File: src/rtl/apx_err_pkg.sv
// Shared state encoding and width helpers for the approximate-adder error monitor.
package apx_err_pkg;

  typedef enum logic [1:0] {
    ST_COLLECT = 2'd0,
    ST_DRAIN   = 2'd1,
    ST_REPORT  = 2'd2
  } apx_err_state_e;

  function automatic int cnt_w(input int n_samples);
    return $clog2(n_samples + 1);
  endfunction

  // Signed sum needs one extra bit over the magnitude sum for the sign.
  function automatic int sum_w(input int width, input int n_samples);
    return width + 1 + cnt_w(n_samples);
  endfunction

  function automatic int abs_w(input int width, input int n_samples);
    return width + cnt_w(n_samples);
  endfunction

endpackage

File: src/rtl/apx_err_diff_stage.sv
// Stage 1: registers the sign-extended error, its magnitude and a nonzero flag
// for each accepted pair; clr_i flushes the stage.
module apx_err_diff_stage #(
  parameter int WIDTH = 32
) (
  input  logic             clk_i,
  input  logic             rst_i,
  input  logic             clr_i,
  input  logic             vld_i,
  input  logic [WIDTH-1:0] acc_i,
  input  logic [WIDTH-1:0] apx_i,
  output logic             vld_o,
  output logic [WIDTH:0]   diff_o,
  output logic [WIDTH-1:0] abs_o,
  output logic             nz_o
);
  logic [WIDTH:0]   diff_d, diff_q;
  logic [WIDTH-1:0] abs_d, abs_q;
  logic             vld_q, nz_q;

  // |d| < 2^WIDTH, so negating only the low WIDTH bits gives the exact magnitude.
  always_comb begin
    diff_d = {acc_i[WIDTH-1], acc_i} - {apx_i[WIDTH-1], apx_i};
    abs_d  = diff_d[WIDTH] ? (~diff_d[WIDTH-1:0] + WIDTH'(1)) : diff_d[WIDTH-1:0];
  end

  always_ff @(posedge clk_i or posedge rst_i) begin
    if (rst_i) begin
      vld_q  <= 1'b0;
      diff_q <= '0;
      abs_q  <= '0;
      nz_q   <= 1'b0;
    end else begin
      vld_q <= vld_i & ~clr_i;
      if (vld_i & ~clr_i) begin
        diff_q <= diff_d;
        abs_q  <= abs_d;
        nz_q   <= |diff_d;
      end
    end
  end

  assign vld_o  = vld_q;
  assign diff_o = diff_q;
  assign abs_o  = abs_q;
  assign nz_o   = nz_q;

endmodule

File: src/rtl/apx_err_monitor.sv
// Windowed error statistics over accurate/approximate adder result pairs:
// one report per N_SAMPLES accepted pairs, presented on a valid/ready port.
module apx_err_monitor
  import apx_err_pkg::*;
#(
  parameter int  WIDTH     = 32,
  parameter int  N_SAMPLES = 500,
  localparam int CNT_W     = cnt_w(N_SAMPLES),
  localparam int SUM_W     = sum_w(WIDTH, N_SAMPLES),
  localparam int ABS_W     = abs_w(WIDTH, N_SAMPLES)
) (
  input  logic             clk,
  input  logic             rst,
  input  logic             clr,
  input  logic             in_valid,
  output logic             in_ready,
  input  logic [WIDTH-1:0] acc_c,
  input  logic [WIDTH-1:0] apx_c,
  output logic             rpt_valid,
  input  logic             rpt_ready,
  output logic [CNT_W-1:0] rpt_count,
  output logic [CNT_W-1:0] rpt_mismatch,
  output logic [SUM_W-1:0] rpt_sum_err,
  output logic [ABS_W-1:0] rpt_sum_abs,
  output logic [WIDTH-1:0] rpt_max_abs
);
  apx_err_state_e   state_q, state_d;
  logic             accept, last_accept, rpt_hs;
  logic             s1_vld, s1_nz;
  logic [WIDTH:0]   s1_diff;
  logic [WIDTH-1:0] s1_abs;
  logic [CNT_W-1:0] cnt_q, cnt_d, mis_q, mis_d;
  logic [SUM_W-1:0] sum_err_q, sum_err_d;
  logic [ABS_W-1:0] sum_abs_q, sum_abs_d;
  logic [WIDTH-1:0] max_q, max_d;

  assign accept      = in_valid & in_ready & ~clr;
  assign last_accept = accept & (cnt_q == CNT_W'(N_SAMPLES - 1));
  assign rpt_hs      = rpt_valid & rpt_ready & ~clr;

  apx_err_diff_stage #(.WIDTH(WIDTH)) u_diff (
    .clk_i  (clk),
    .rst_i  (rst),
    .clr_i  (clr),
    .vld_i  (accept),
    .acc_i  (acc_c),
    .apx_i  (apx_c),
    .vld_o  (s1_vld),
    .diff_o (s1_diff),
    .abs_o  (s1_abs),
    .nz_o   (s1_nz)
  );

  always_ff @(posedge clk or posedge rst) begin
    if (rst) state_q <= ST_COLLECT;
    else     state_q <= state_d;
  end

  always_comb begin
    state_d = state_q;
    if (clr) begin
      state_d = ST_COLLECT;
    end else begin
      case (state_q)
        ST_COLLECT: if (last_accept) state_d = ST_DRAIN;
        ST_DRAIN:   state_d = ST_REPORT;
        ST_REPORT:  if (rpt_ready) state_d = ST_COLLECT;
        default:    state_d = ST_COLLECT;
      endcase
    end
  end

  always_comb begin
    in_ready  = (state_q == ST_COLLECT);
    rpt_valid = (state_q == ST_REPORT);
  end

  // The DRAIN cycle lets the final pair leave stage 1 before the report is shown.
  always_comb begin
    cnt_d     = cnt_q;
    mis_d     = mis_q;
    sum_err_d = sum_err_q;
    sum_abs_d = sum_abs_q;
    max_d     = max_q;
    if (clr || rpt_hs) begin
      cnt_d     = '0;
      mis_d     = '0;
      sum_err_d = '0;
      sum_abs_d = '0;
      max_d     = '0;
    end else begin
      if (accept) cnt_d = cnt_q + CNT_W'(1);
      if (s1_vld) begin
        mis_d     = mis_q + CNT_W'(s1_nz);
        sum_err_d = sum_err_q + {{(SUM_W-WIDTH-1){s1_diff[WIDTH]}}, s1_diff};
        sum_abs_d = sum_abs_q + {{CNT_W{1'b0}}, s1_abs};
        if (s1_abs > max_q) max_d = s1_abs;
      end
    end
  end

  always_ff @(posedge clk or posedge rst) begin
    if (rst) begin
      cnt_q     <= '0;
      mis_q     <= '0;
      sum_err_q <= '0;
      sum_abs_q <= '0;
      max_q     <= '0;
    end else begin
      cnt_q     <= cnt_d;
      mis_q     <= mis_d;
      sum_err_q <= sum_err_d;
      sum_abs_q <= sum_abs_d;
      max_q     <= max_d;
    end
  end

  assign rpt_count    = cnt_q;
  assign rpt_mismatch = mis_q;
  assign rpt_sum_err  = sum_err_q;
  assign rpt_sum_abs  = sum_abs_q;
  assign rpt_max_abs  = max_q;

endmodule

File: config.mk
export PLATFORM = sky130hd
export DESIGN_NAME = apx_err_monitor
export DESIGN_NICKNAME = d
export VERILOG_FILES = /design/src/rtl/apx_err_pkg.sv /design/src/rtl/apx_err_diff_stage.sv /design/src/rtl/apx_err_monitor.sv
export SDC_FILE = /design/constraint.sdc
export NUM_CORES = 1
export LEC_CHECK = 0
export BUFFER_PORTS_ARGS = -buffer_cell sky130_fd_sc_hd__buf_2
export CAP_MARGIN = 20
export CORE_ASPECT_RATIO = 0.75
export CORE_MARGIN = 2
export CORE_UTILIZATION = 32
export DETAILED_ROUTE_END_ITERATION = 8
export HOLD_SLACK_MARGIN = 0.08
export PLACE_DENSITY = 0.58
export SLEW_MARGIN = 20
export SYNTH_ARGS = -nofsm -noshare
export SYNTH_HDL_FRONTEND = slang
export SYNTH_SLANG_ARGS = --single-unit
File: constraint.sdc
create_clock -name clk -period 7.38 [get_ports clk]
set_clock_uncertainty 0.05 [all_clocks]
set_input_delay 0.738 -clock clk [delete_from_list [all_inputs] [get_ports clk]]
set_output_delay 0.738 -clock clk [all_outputs]
set_load 0.02 [all_outputs]
# Yosys cells after proc, flatten, opt, wreduce, memory -nomap -nowiden

Cells that the tools add are included.

Flip-flop bits (word level): 202
Output and inout port bits: 135
Logic and storage cells: 54

$add $sub $neg: 6
Magnitude comparators: 1
Equal/unequal tests: 5
Mux-type cells: 16
Bitwise logic cells: 8
Reductions and logical operators: 8

Operators by type and width:

| cell                  | number |
|---|---|
| $mux 32               | 4 |
| $mux 42               | 2 |
| $mux 41               | 2 |
| $add 42x42->42        | 1 |
| $add 41x32->41        | 1 |
| $mux 9                | 4 |
| $reduce_or 33->1      | 1 |
| $sub 32x32->33        | 1 |
| $add 32x1->32 const B | 1 |
| $gt 32x32->1          | 1 |
| $not 32->32           | 1 |
| $add 9x1->9           | 1 |
| $add 9x1->9 const B   | 1 |
| $eq 9x9->1 const B    | 1 |
| $and 1x1->1           | 6 |
| $mux 2                | 3 |
| $ne 3x2->1 const B    | 2 |
| $pmux 2 s3            | 1 |
| $reduce_bool 2->1     | 3 |
| $reduce_and 2->1      | 2 |
| $eq 2x1->1 const B    | 1 |
| $eq 2x2->1 const B    | 1 |
| $logic_not 2->1       | 1 |
| $logic_or 1x1->1      | 1 |
| $not 1->1             | 1 |

# Depth between registers and ports, before layout

Depth after elaboration: 7
Mapped depth: 14
Depth with buffers taken out: 14

# By module

From an unflattened synthesis, not the netlist that was laid out.

Cell total of the unflattened synthesis: 1863
Area, all modules: 15686.3 sq um

By module, submodules not included:

| module             | times used | cells each | area an instance (sq um) | sequential area each (sq um) |
|---|---|---|---|---|
| apx_err_monitor    | 1          | 1234       | 10523.8                  | 3378.2 |
| apx_err_diff_stage | 1          | 629        | 5162.5                   | 1651.6 |

# Worst setup path before layout

Ideal clock, no wire load.

Path kind: input to register
From: input acc_c[0]
To: register u_diff.abs_q[31] (netlist: u_diff.abs_o[31])
Arrival: 3.739 ns
Required time: 7.200 ns
Setup slack: 3.461 ns
Stages: 13
Path buffers: 0
Cell sequence: inv_1 > ha_1 > fa_1 > nor2b_1 > o31a_1 > a21oi_1 > or3_1 > or3_1 > or4_4 > nand4b_4 > o41ai_2 > xnor2_1 > o21ai_1

Longest elaborated chain between the ends: 4

Ends and longest elaborated chain:

| item                   | line                     | RTL |
|---|---|---|
| start: declaration     | apx_err_monitor.sv:17    | `input logic [WIDTH-1:0] acc_c,` |
| $sub 32x32->33 (*)     | apx_err_diff_stage.sv:23 | `diff_d = {acc_i[WIDTH-1], acc_i} - {apx_i[WIDTH-1], apx_i};` |
| $not 32->32            | apx_err_diff_stage.sv:24 | `abs_d = diff_d[WIDTH] ? (~diff_d[WIDTH-1:0] + WIDTH'(1)) : diff_d[WIDTH-1:0];` |
| $add 32x1->32          | apx_err_diff_stage.sv:24 |  |
| $mux 32 (*)            | apx_err_diff_stage.sv:24 |  |
| end signal: assignment | apx_err_diff_stage.sv:37 | `abs_q <= abs_d;` |
| end: declaration       | apx_err_diff_stage.sv:18 | `logic [WIDTH-1:0] abs_d, abs_q;` |

Mark *: on every way between the ends. The rest lies on a longest branch, timed or not.
A chain may end at the register's enable or synchronous reset.

==> flow_metrics.py <==
metrics = {
    "status": {
        "status": "finished, final reports clean",
    },
    "drt": {
        "routed_wirelength_microns": 45700,
        "viasPerCell": 5.17,
        "drt-pass1-iter-count": 6,
        "postRouteAntennaNets": 0,
        "drt_iter0_markers": 819,
        "drc": 0,
        "num_vias": 13350,
        "avgRoutedWirePerCell_microns": 17.7,
    },
    "setup_path": {
        "ff2ff_path_depth": 13,
        "cp.arrival_ns": 4.73,
        "endpoint_kind": "flip-flop",
        "required_ns": 7.75,
        "critPathBufInv": 0,
        "reg2reg_setup_slack_ns": 3.02,
        "path_delay_family": "compound AO/OA/AOI/OAI gates",
        "crit_cells": 13,
        "worstPathCellList": "ha_1, fa_1, a211oi_1, o21ai_0, a31oi_1, a211oi_1, o41ai_1, o31ai_1, a221oi_1, nor2_1, a311oi_1, xor2_1, o21ai_0",
        "cpPeakStageDelay_ns": 0.53,
        "cp-start-kind": "flip-flop",
        "path_class": "flip-flop to flip-flop",
        "slowest_stage": "o41ai_1",
        "critPathMaxFanout": 5,
    },
    "final_layout": {
        "n_antenna_cell": 0,
        "mostFrequentLayoutCell": "nand2_1",
        "nNetsFinal": 2146,
        "final_core_util": 0.383,
        "fillers": 4805,
        "final_cell_mix": "nand2_1, buf_2, dfrtp_1",
        "syn2layout_area_growth_pct": 17.5,
        "instances_no_fill": 2583,
        "drive_above_1_share": 0.148,
    },
    "power_and_ir_drop": {
        "p_int_mw": 2.86,
        "p_per_area_mw_per_mm2": 262,
        "seqPwrFrac": 0.323,
        "pwr-share-clk": 0.314,
        "p_leak_nw": 8.52,
        "vdd.ir_drop.worst_v": 0.000145,
        "comb_power_share": 0.363,
        "switching_share": 0.381,
        "power_mw": 4.63,
        "p_switching_mw": 1.77,
    },
    "cts": {
        "path_clk_slew_ns": 0.06,
        "cts_resized": 0,
        "insertion_delay_ns": 0.55,
        "cts_sinks": 201,
        "hold_buffers": 0,
        "htreeDepth": 1,
        "clockRootBuffer": "clkbuf_16",
        "tritoncts": "yes",
        "numCtsBuffers": 26,
        "post-cts-setup-buffers": 0,
        "clockBufferDepth": 3,
    },
    "global_routing": {
        "grt_max_degree": 110,
        "grt_pass1_vias": 12518,
        "antenna_found_initial": 0,
        "grt_pass1_wl_microns": 71300,
        "overflow": 0,
        "grt_usage": 0.184,
    },
    "synth": {
        "synth-edff-count": 0,
        "synth-seq-cells": 201,
        "synthCells": 1759,
        "synthDistinctLibCells": 84,
        "synth_flop_cell": "dfrtp_1",
        "syn_area_per_cell_sq_um": 8.55,
        "yosys_warnings": 0,
        "async_flop_share": 1.00,
        "yosysSeqAreaShare": 0.334,
        "synth.net_count": 1972,
        "syn_area_sq_mm": 0.0150,
    },
    "die": {
        "dieArea_sq_mm": 0.0488,
        "die-width_microns": 254,
        "boundaryPins": 204,
        "rows": 68,
        "coreArea_sq_mm": 0.0462,
        "die_h_microns": 192,
        "start_util": 0.326,
    },
    "place": {
        "place_inst": 2535,
        "place_congestion": 0.898,
        "dp_hpwl_microns": 35300,
        "numPortBuffers": 203,
    },
    "timing": {
        "finalSetupViolations": 0,
        "tightest_slew_ns": 1.08,
        "rsz0062_at_grt": "false",
        "min_period_ns": 4.36,
        "drv_slew": 0,
        "tns_ns": 0,
        "min_period_over_period": 0.591,
        "fmax_ghz": 0.229,
        "final_hold_viol_count": 0,
        "slew_headroom": 0.283,
    },
    "min_path": {
        "hold_class": "primary input to async pin",
    },
    "flow_run": {
        "cap_violations": 0,
    },
}
==> kinds of logic after synthesis <==
logic type,count (synthesis),share of synthesized area
flip-flops,201,0.334
buffers and inverters,158,0.0402
multiplexers,66,0.0441
AO/OA/AOI/OAI,482,0.204
adder cells (fa/ha/maj),144,0.121
AND/OR/NAND/NOR,577,0.180
XOR/XNOR,131,0.0763
==> per-layer routing <==
layer  vias to the layer above  GRT usage  share of wire
li1                       6651          -              -
met5                         -          0              0
met1                      6334      0.282           0.51
met3                        39     0.0237          0.047
met4                         0     0.0321          0.015
met2                       326      0.275           0.42
==> state kept, by name (all words and copies together), names as in the netlist <==
register       count
rpt_max_abs       32
rpt_mismatch       9
u_diff.abs_o      32
state_q            2
rpt_count          9
rpt_sum_abs       41
u_diff.diff_o     32
u_diff.nz_o        1
u_diff.vld_o       1
rpt_sum_err       42
==> power groups by stage <==
stage / clock network [mW] / registers [mW] / logic, mW
6_report: 1.46 / 1.49 / 1.68
4_1_cts: 1.49 / 1.49 / 1.68
5_1_grt: 1.54 / 1.51 / 1.89
3_3_place_gp: 0 / 1.51 / 1.64
3_5_place_dp: 0 / 1.51 / 1.67
2_1_floorplan: 0 / 1.47 / 1.20
==> synthesized netlist by cell type (3+ instances only) <==
master     number  share of area
o21bai_1        9         0.0045
nor4_1          4         0.0017
o21ba_2         3         0.0020
and2_1          5         0.0021
nand4_1        22         0.0091
a21o_1         45          0.022
nor3b_1         3         0.0015
o31ai_1        40          0.020
nor3_1         17         0.0057
buf_1           7         0.0017
a21oi_1       122          0.041
a31oi_1        16         0.0067
a2111oi_0       3         0.0017
nand2_1       204          0.051
o41ai_1         6         0.0035
o31a_1          5         0.0029
a211o_1         3         0.0017
ha_1          141           0.12
dfrtp_1       201           0.33
o211ai_1       10         0.0050
a31o_2          7         0.0041
clkbuf_1       54          0.013
nand2b_1       21         0.0087
xnor2_1        76          0.044
and4_1          4         0.0023
mux2i_1        64          0.043
nand3b_1        7         0.0035
o2111ai_1       3         0.0017
xor2_1         55          0.032
and3_1         15         0.0062
nor2b_1        16         0.0067
a211oi_1       20          0.010
or3_1          20         0.0083
nor2_1        157          0.039
o21ai_0       131          0.044
o21ai_1         5         0.0017
nand3_1        64          0.021
inv_1          93          0.023
fa_1            3         0.0040
a21boi_0        3         0.0015
o21a_1         23          0.011
==> final timing paths <==
kind / start / to
max in group asynchronous: rst / u_diff.vld_o
min in group clk: clr / state_q[1]
min reg2reg: u_diff.diff_o[13] / u_diff.diff_o[13]
min: rst / rpt_mismatch[8]
max reg2reg: u_diff.abs_o[0] / rpt_sum_err[40]
max: u_diff.abs_o[0] / rpt_sum_err[40]
==> stage by stage <==
| step | area (sq um) | worst slack, ns | hold slack [ns] |
|---|---|---|---|
| floorplan | 15000 | 1.11 | 0.400 |
| global placement | 16700 | 2.84 | 0.431 |
| detailed placement | 16700 | 2.79 | 0.435 |
| CTS | 17700 | 3.06 | 0.251 |
| global route | 17700 | 2.68 | 0.255 |
| finish | 17700 | 3.02 | 0.222 |
==> area by class of cell <==
class | count | area (sq um) | share of cell area
clock inverters | 15 | 241 | 0.0137
inverters | 94 | 360 | 0.0204
well taps | 630 | 788 | 0.0446
multi-input cells | 1400 | 9450 | 0.534
clock buffers | 33 | 748 | 0.0423
flip-flops and latches | 201 | 5030 | 0.285
repair buffers | 210 | 1070 | 0.0604
No activity file was read; power rests on OpenSTA's default activity.
